**config.mk**
```make
export PLATFORM = sky130hd
export DESIGN_NAME = trap_ctrl
export DESIGN_NICKNAME = d
export VERILOG_FILES = /design/src/rtl/trap_ctrl.sv
export SDC_FILE = /design/constraint.sdc
export NUM_CORES = 1
export LEC_CHECK = 0
export ABC_AREA = 1
export CAP_MARGIN = 20
export CORE_MARGIN = 4
export CORE_UTILIZATION = 34
export DETAILED_ROUTE_END_ITERATION = 6
export GPL_TIMING_DRIVEN = 0
export HOLD_SLACK_MARGIN = 0.12
export PLACE_DENSITY = 0.87
export SETUP_SLACK_MARGIN = 0.1
export SYNTH_ARGS = -nofsm -noshare
export SYNTH_HDL_FRONTEND = slang
export SYNTH_SLANG_ARGS = --single-unit
```
**constraint.sdc**
```tcl
create_clock -name clk -period 1.6 [get_ports clk]
set_clock_uncertainty 0.05 [all_clocks]
set_input_delay 0.16 -clock clk [delete_from_list [all_inputs] [get_ports clk]]
set_output_delay 0.16 -clock clk [all_outputs]
set_load 0.01 [all_outputs]
```
**src/rtl/trap_ctrl.sv**
```systemverilog
// Trap sequencer: prioritises exceptions/mret, pulses the CSR file, redirects fetch,
// and parks the core in lockup on trap storms. Optional interrupt path: TRAP_CTRL_IRQ_EN.
module trap_ctrl #(
  parameter int unsigned TRAP_LIMIT = 4
) (
  input  logic        clk,
  input  logic        rst_n,
  input  logic        exc_valid,
  input  logic        exc_fetch_misalign,
  input  logic        exc_illegal,
  input  logic        exc_ebreak,
  input  logic        exc_ecall,
  input  logic        exc_load_misalign,
  input  logic        exc_store_misalign,
  input  logic        mret_req,
  input  logic        retire,
  input  logic [31:0] pc,
  input  logic [31:0] mtvec,
  input  logic [31:0] mepc,
`ifdef TRAP_CTRL_IRQ_EN
  input  logic        mie,
  input  logic        irq,
`endif
  output logic        trap,
  output logic [4:0]  trap_cause,
  output logic [31:0] epc,
  output logic        ret,
  output logic        redirect,
  output logic [31:0] redirect_pc,
  output logic        busy,
  output logic        lockup
);

  typedef enum logic [2:0] {
    S_IDLE,
    S_TRAP,
    S_RET,
    S_REDIRECT,
    S_LOCKUP
  } state_t;

  localparam logic [8:0] LIMIT = 9'(TRAP_LIMIT);

  state_t      state_q;
  logic [7:0]  cnt_q;
  logic        trap_q;
  logic [4:0]  cause_q;
  logic [31:0] epc_q;
  logic        ret_q;
  logic        redir_q;
  logic [31:0] redir_pc_q;
  logic        busy_q;
  logic        lockup_q;

  logic        exc_any;
  logic [3:0]  exc_code;
  logic        irq_take;
  logic        hits_limit;

  always_comb begin
    exc_any  = exc_fetch_misalign | exc_illegal | exc_ebreak | exc_ecall |
               exc_load_misalign | exc_store_misalign;
    exc_code = 4'd0;
    if (exc_fetch_misalign)      exc_code = 4'd0;
    else if (exc_illegal)        exc_code = 4'd2;
    else if (exc_ebreak)         exc_code = 4'd3;
    else if (exc_ecall)          exc_code = 4'd11;
    else if (exc_load_misalign)  exc_code = 4'd4;
    else if (exc_store_misalign) exc_code = 4'd6;
`ifdef TRAP_CTRL_IRQ_EN
    irq_take = exc_valid & irq & mie;
`else
    irq_take = 1'b0;
`endif
    hits_limit = (({1'b0, cnt_q} + 9'd1) == LIMIT);
  end

  always_ff @(posedge clk) begin
    if (!rst_n) begin
      state_q    <= S_IDLE;
      cnt_q      <= '0;
      trap_q     <= 1'b0;
      cause_q    <= '0;
      epc_q      <= '0;
      ret_q      <= 1'b0;
      redir_q    <= 1'b0;
      redir_pc_q <= '0;
      busy_q     <= 1'b0;
      lockup_q   <= 1'b0;
    end else begin
      // Pulse outputs default low; payloads are zero whenever their strobe is low.
      trap_q     <= 1'b0;
      cause_q    <= '0;
      epc_q      <= '0;
      ret_q      <= 1'b0;
      redir_q    <= 1'b0;
      redir_pc_q <= '0;
      case (state_q)
        S_IDLE: begin
          busy_q <= 1'b0;
          if (irq_take) begin
            state_q <= S_TRAP;
            trap_q  <= 1'b1;
            cause_q <= 5'b1_1011;
            epc_q   <= pc;
            busy_q  <= 1'b1;
          end else if (exc_valid && exc_any) begin
            cnt_q  <= cnt_q + 8'd1;
            busy_q <= 1'b1;
            if (hits_limit) begin
              state_q  <= S_LOCKUP;
              lockup_q <= 1'b1;
            end else begin
              state_q <= S_TRAP;
              trap_q  <= 1'b1;
              cause_q <= {1'b0, exc_code};
              epc_q   <= pc;
            end
          end else if (exc_valid && mret_req) begin
            state_q <= S_RET;
            ret_q   <= 1'b1;
            busy_q  <= 1'b1;
            cnt_q   <= '0;
          end else if (retire) begin
            cnt_q <= '0;
          end
        end
        S_TRAP: begin
          state_q    <= S_REDIRECT;
          redir_q    <= 1'b1;
          redir_pc_q <= mtvec & ~32'd3;
        end
        S_RET: begin
          state_q    <= S_REDIRECT;
          redir_q    <= 1'b1;
          redir_pc_q <= mepc & ~32'd3;
        end
        S_REDIRECT: begin
          state_q <= S_IDLE;
          busy_q  <= 1'b0;
        end
        S_LOCKUP: begin
          busy_q   <= 1'b1;
          lockup_q <= 1'b1;
        end
        default: begin
          state_q <= S_IDLE;
          busy_q  <= 1'b0;
        end
      endcase
    end
  end

  assign trap        = trap_q;
  assign trap_cause  = cause_q;
  assign epc         = epc_q;
  assign ret         = ret_q;
  assign redirect    = redir_q;
  assign redirect_pc = redir_pc_q;
  assign busy        = busy_q;
  assign lockup      = lockup_q;

endmodule

```
## Word level (Yosys, flattened, before mapping)

Index checks and enable logic that the tools add are counted.

| word-level totals | value |
|---|---|
| bits of input ports | 107 |
| output and inout port bits | 74 |
| register bits | 85 |
| logic and storage cells | 69 |

| operators by class | value |
|---|---|
| muxes and demuxes | 21 |
| reduce and logical (&&, ||, !) cells | 16 |
| bitwise gates (word level) | 9 |
| equality and inequality tests | 7 |
| add/sub/neg operators | 2 |

Operator list:

| operator | number |
|---|---|
| $pmux 32 s2 | 1 |
| $mux 8 | 3 |
| $mux 4 | 4 |
| $mux 3 | 4 |
| $add 8x1->9 const B | 1 |
| $eq 9x3->1 const B | 1 |
| $pmux 3 s3 | 1 |
| $add 8x1->8 const B | 1 |
| $reduce_or 8->1 | 1 |
| $reduce_or 7->1 | 1 |
| $mux 1 | 6 |
| $reduce_and 3->1 | 2 |
| $reduce_or 6->1 | 1 |
| $or 1x1->1 | 5 |
| $reduce_or 5->1 | 1 |
| $ne 2x2->1 const B | 2 |
| $not 1->1 | 4 |
| $reduce_and 2->1 | 2 |
| $reduce_or 4->1 | 1 |
| $eq 3x1->1 const B | 1 |
| $eq 3x2->1 const B | 1 |
| $eq 3x3->1 const B | 1 |
| $logic_not 3->1 | 1 |
| $ne 3x3->1 const B | 1 |
| other kinds (7) | 8 |

## Logic depth before layout (Yosys ltp)

| logic depth | value |
|---|---|
| depth after elaboration | 8 |
| depth in mapped cells | 10 |
| depth with buffers taken out | 10 |

## Worst setup path before layout

OpenSTA, ideal clock, no wires.

| timing path | value |
|---|---|
| kind | register to register |
| from | reg cnt_q[0] |
| to | reg epc_q[23] (netlist: epc[23]) |
| clock period less this slack | 1,629 ps |
| stages on the path, launching flop included | 9 |
| path buffers | 1 |
| data required time | 1,439 ps |
| data arrival time | 1,468 ps |
| library setup time | 111 ps |
| slack | -29 ps |
| cell sequence | dfxtp_1 ha_1 inv_1 or2_2 nor3_1 nand3_2 nand2_4 buf_8 nor2_1 |

| between the ends | value |
|---|---|
| word-level cells in the longest chain between the ends | 3 |

RTL lines:

| what | line | RTL |
|---|---|---|
| from (decl) | 45 | `logic [7:0] cnt_q;` |
| from (signal assigned) | 108 | `cnt_q <= cnt_q + 8'd1;` |
| $add 8x1->9 | 75 | `hits_limit = (({1'b0, cnt_q} + 9'd1) == LIMIT);` |
| $eq 9x3->1 | 75 |  |
| $reduce_or 4->1 (no source line) | n/a |  |
| to (signal assigned) | 105 | `epc_q <= pc;` |
| to (signal assigned) | 117 | `epc_q <= pc;` |
| to (decl) | 48 | `logic [31:0] epc_q;` |

Every way passes these cells.
A chain may end at the register's enable or synchronous reset.

## Worst setup path in the final report

| timing path | value |
|---|---|
| from | reg cnt_q[0] |
| to | reg epc_q[24] (netlist: epc[24]) |

The elaborated chain is that of the path after synthesis.

==> run_results.csv <==
group,metric,value,unit
outcome,outcome,"finished, violations left",
outcome,violations,"negative setup slack",
floorplan,die_y,104.0,um
logic_synthesis,synth_cell_types,32,
floorplan,fp-row-count,34,
cells_and_area,layout_commonest_cell,"clkdlybuf4s50_1",
setup_path,worstPathMaxFanout,5,
sta,finalSetupViolations,13,
global_route,overflow,0,
sta,grt_setup_unrepaired,"true",
cells_and_area,multi_input_area,0.001236,mm^2
logic_synthesis,ys_seq_elements,82,
hold_path,hold-path-endpoint,"epc[9]$_SDFF_PP0_",
detailed_routing,dr.first_iter.drc_count,144,
floorplan,coreArea,0.008848,mm^2
setup_path,reg2reg_from,"cnt_q[0]$_SDFFE_PN0P_",
sta,fin_crit_sh,1.019,
detailed_routing,via_per_inst,5.023,
logic_synthesis,synth_top_cell_area_share,0.5244,
cells_and_area,diodes,0,
place,post-dp-hpwl,8.000,mm
logic_synthesis,synthCells,379,
sta,fin_crit,1.631,ns
place,gp_congestion,0.7777,
detailed_routing,ant_nets,0,
cells_and_area,drive_gt1_frac,0.1293,
cells_and_area,syn_to_final_growth,73.70,%
sta,finalHoldViolCount,0,
global_route,grt_pass1_wl,16.93,mm
job,drv_cap,0,
hold_path,hp-class,"in2reg",
logic_synthesis,async_reset_ff_frac,0,
logic_synthesis,yosys_warnings,0,
clock_network,path_clk_slew,0.09,ns
detailed_routing,wl_per_cell,15.48,um
floorplan,die_area,0.01081,mm^2
hold_path,hold_depth,3,
clock_network,worstSkewPairLatency,0.34,ns
floorplan,start_util,0.3538,
sta,tns,-0.2845,ns
cells_and_area,final_cell_area,0.005438,mm^2
logic_synthesis,ys_top_cells_by_area,"dfxtp_1, nand4_1, inv_1",
cells_and_area,num-nets-final,683,
logic_synthesis,synth_enable_flop_cells,0,
logic_synthesis,avgSynthCellArea,8.260,um^2
sta,worst_slew_pin_slew,0.5032,ns
logic_synthesis,yosys.area.top_type,"dfxtp_1",
setup_path,worst-r2r-cell-count,9,
logic_synthesis,synth_flop_cell,"dfxtp_1",
cells_and_area,regArea,0.001658,mm^2
detailed_routing,drt_pass1_iterations,4,
setup_path,crit_path_start_kind,"register",
sta,fin_hold_ws,0.2678,ns
clock_network,cts_buffers,9,
power,leakage,2.204,nW
detailed_routing,num_vias,3456,
power,power.density,1298,mW/mm^2
power,ir_drop,0.8023,mV
global_route,grt_pass1_vias,3480,
sta,slew_violations,0,
setup_path,rrSetupSlack,-0.03,ns
logic_synthesis,syn-cell-area,0.003131,mm^2
setup_path,critPathArrivalTime,1.83,ns
clock_network,root_buffer,"clkbuf_8",
cells_and_area,fillers,727,
sta,fmax,613.1,MHz
hold_path,hold_path.startpoint,"pc[9]",
setup_path,r2r_end,"epc[24]$_SDFF_PP0_",
place,port_buffers,172,
global_route,antenna_found_initial,0,
floorplan,ios,181,
place,dpl_cell_area,0.005017,mm^2
global_route,grt_max_degree,16,
global_route,grt_use_total,0.1916,
clock_network,cts.path.max_buffers,2,
floorplan,dieWidth,104.0,um
clock_network,h-tree-depth,3,
detailed_routing,wl,10.65,mm
clock_network,tritoncts,"built",
power,finalPower,7.058,mW
logic_synthesis,synth-seq-area-share,0.5244,
cells_and_area,fin_cells,688,
sta,final.setup.worst_slack,-0.03097,ns
setup_path,critPathCaptureType,"register",
place,dp.cells,661,
detailed_routing,drc,0,
clock_network,cts_num_sinks,82,
sta,relSlewSlack,0.6645,
cells_and_area,mostFrequentLayoutCells,"clkdlybuf4s50_1, dfxtp_1, nand4_1, inv_1",
setup_path,worstSetupPathType,"reg2reg",
setup_path,crit_required,1.80,ns
-- cells by family after synthesis --
kind of cell             count (synthesis)  synth area share
adder cells (fa/ha/maj)                  1          0.003996
other                                    1          0.001198
AND/OR/NAND/NOR                        169            0.2802
flip-flops                              82            0.5244
XOR/XNOR                                 2          0.005597
buffers and inverters                   81            0.1127
AO/OA/AOI/OAI                           43           0.07194
-- layout make-up --
| type | count | share of cell area |
|---|---|---|
| inverters | 50 | 0.03451 |
| repair buffers | 183 | 0.3389 |
| multi-input cells | 218 | 0.2273 |
| clock buffers | 9 | 0.02278 |
| well taps | 108 | 0.02485 |
| plain buffers | 31 | 0.03244 |
| flip-flops and latches | 82 | 0.3049 |
| clock inverters | 7 | 0.01427 |
-- report_power, final --
group,switching (mW),internal (mW),total (mW)
Combinational,1.59,1.39,2.98
Sequential,0.129,2.42,2.55
Clock,0.785,0.735,1.52
Total,2.50,4.55,7.06
-- flip-flops by register name, indices dropped and copies added (netlist names) --
name	cells
cnt_q	8
trap	1
busy	1
redirect_pc	30
epc	32
ret	1
redirect	1
state_q	3
trap_cause	4
lockup	1
-- routing by layer --
layer / track usage / share of wire / vias to the layer above
li1: - / - / 1649
met1: 0.2191 / 0.39 / 1606
met2: 0.3361 / 0.51 / 169
met3: 0.04904 / 0.063 / 32
met4: 0.08452 / 0.035 / 0
met5: 0 / 0 / -
-- metrics by stage --
step                utilization  setup WS [ns]
floorplan                     -         0.1131
global placement         0.5670        -0.2889
detailed placement       0.5670        -0.3077
CTS                      0.6065      -0.004620
global route             0.6145        -0.1315
finish                   0.6145       -0.03097
-- synthesized netlist by cell type, types with 4 or more instances --
master / n
dfxtp_1: 82
nand4_1: 60
inv_1: 49
nand2_1: 39
nor2_1: 39
a21oi_1: 36
clkbuf_1: 17
nand3_1: 13
buf_1: 4
nor2_2: 4
-- timing repair --
action                                  4_1_cts  5_1_grt
endpoints found under the setup margin       43       59
buffers inserted                              8        1
endpoints found under the hold margin         7        0
gates cloned                                  1        0
hold buffers                                  1        0
resized for setup                            14       31
pin swaps                                     8        6
-- how the worst max path moves through the flow --
stage,slack (ns),to,from
6_report,-0.03,epc[24]$_SDFF_PP0_,cnt_q[0]$_SDFFE_PN0P_
3_5_place_dp,-0.31,epc[23]$_SDFF_PP0_,exc_load_misalign
4_1_cts,-0.005,epc[29]$_SDFF_PP0_,cnt_q[0]$_SDFFE_PN0P_
5_1_grt,-0.13,epc[23]$_SDFF_PP0_,cnt_q[0]$_SDFFE_PN0P_
3_3_place_gp,-0.29,epc[23]$_SDFF_PP0_,exc_load_misalign
2_1_floorplan,0.11,epc[23]$_SDFF_PP0_,cnt_q[1]$_SDFFE_PN0P_
-- worst max-delay path, cell delays in order (launching register included) --
cell and delay [ns]:
dfxtp_4 0.38, ha_4 0.15, inv_1 0.05, or2_4 0.24, nor3_4 0.16, nand3_4 0.12
nand2_4 0.13, buf_12 0.11, buf_16 0.11, nor2_2 0.03
Note: power is estimated with default switching activity, not from simulation.
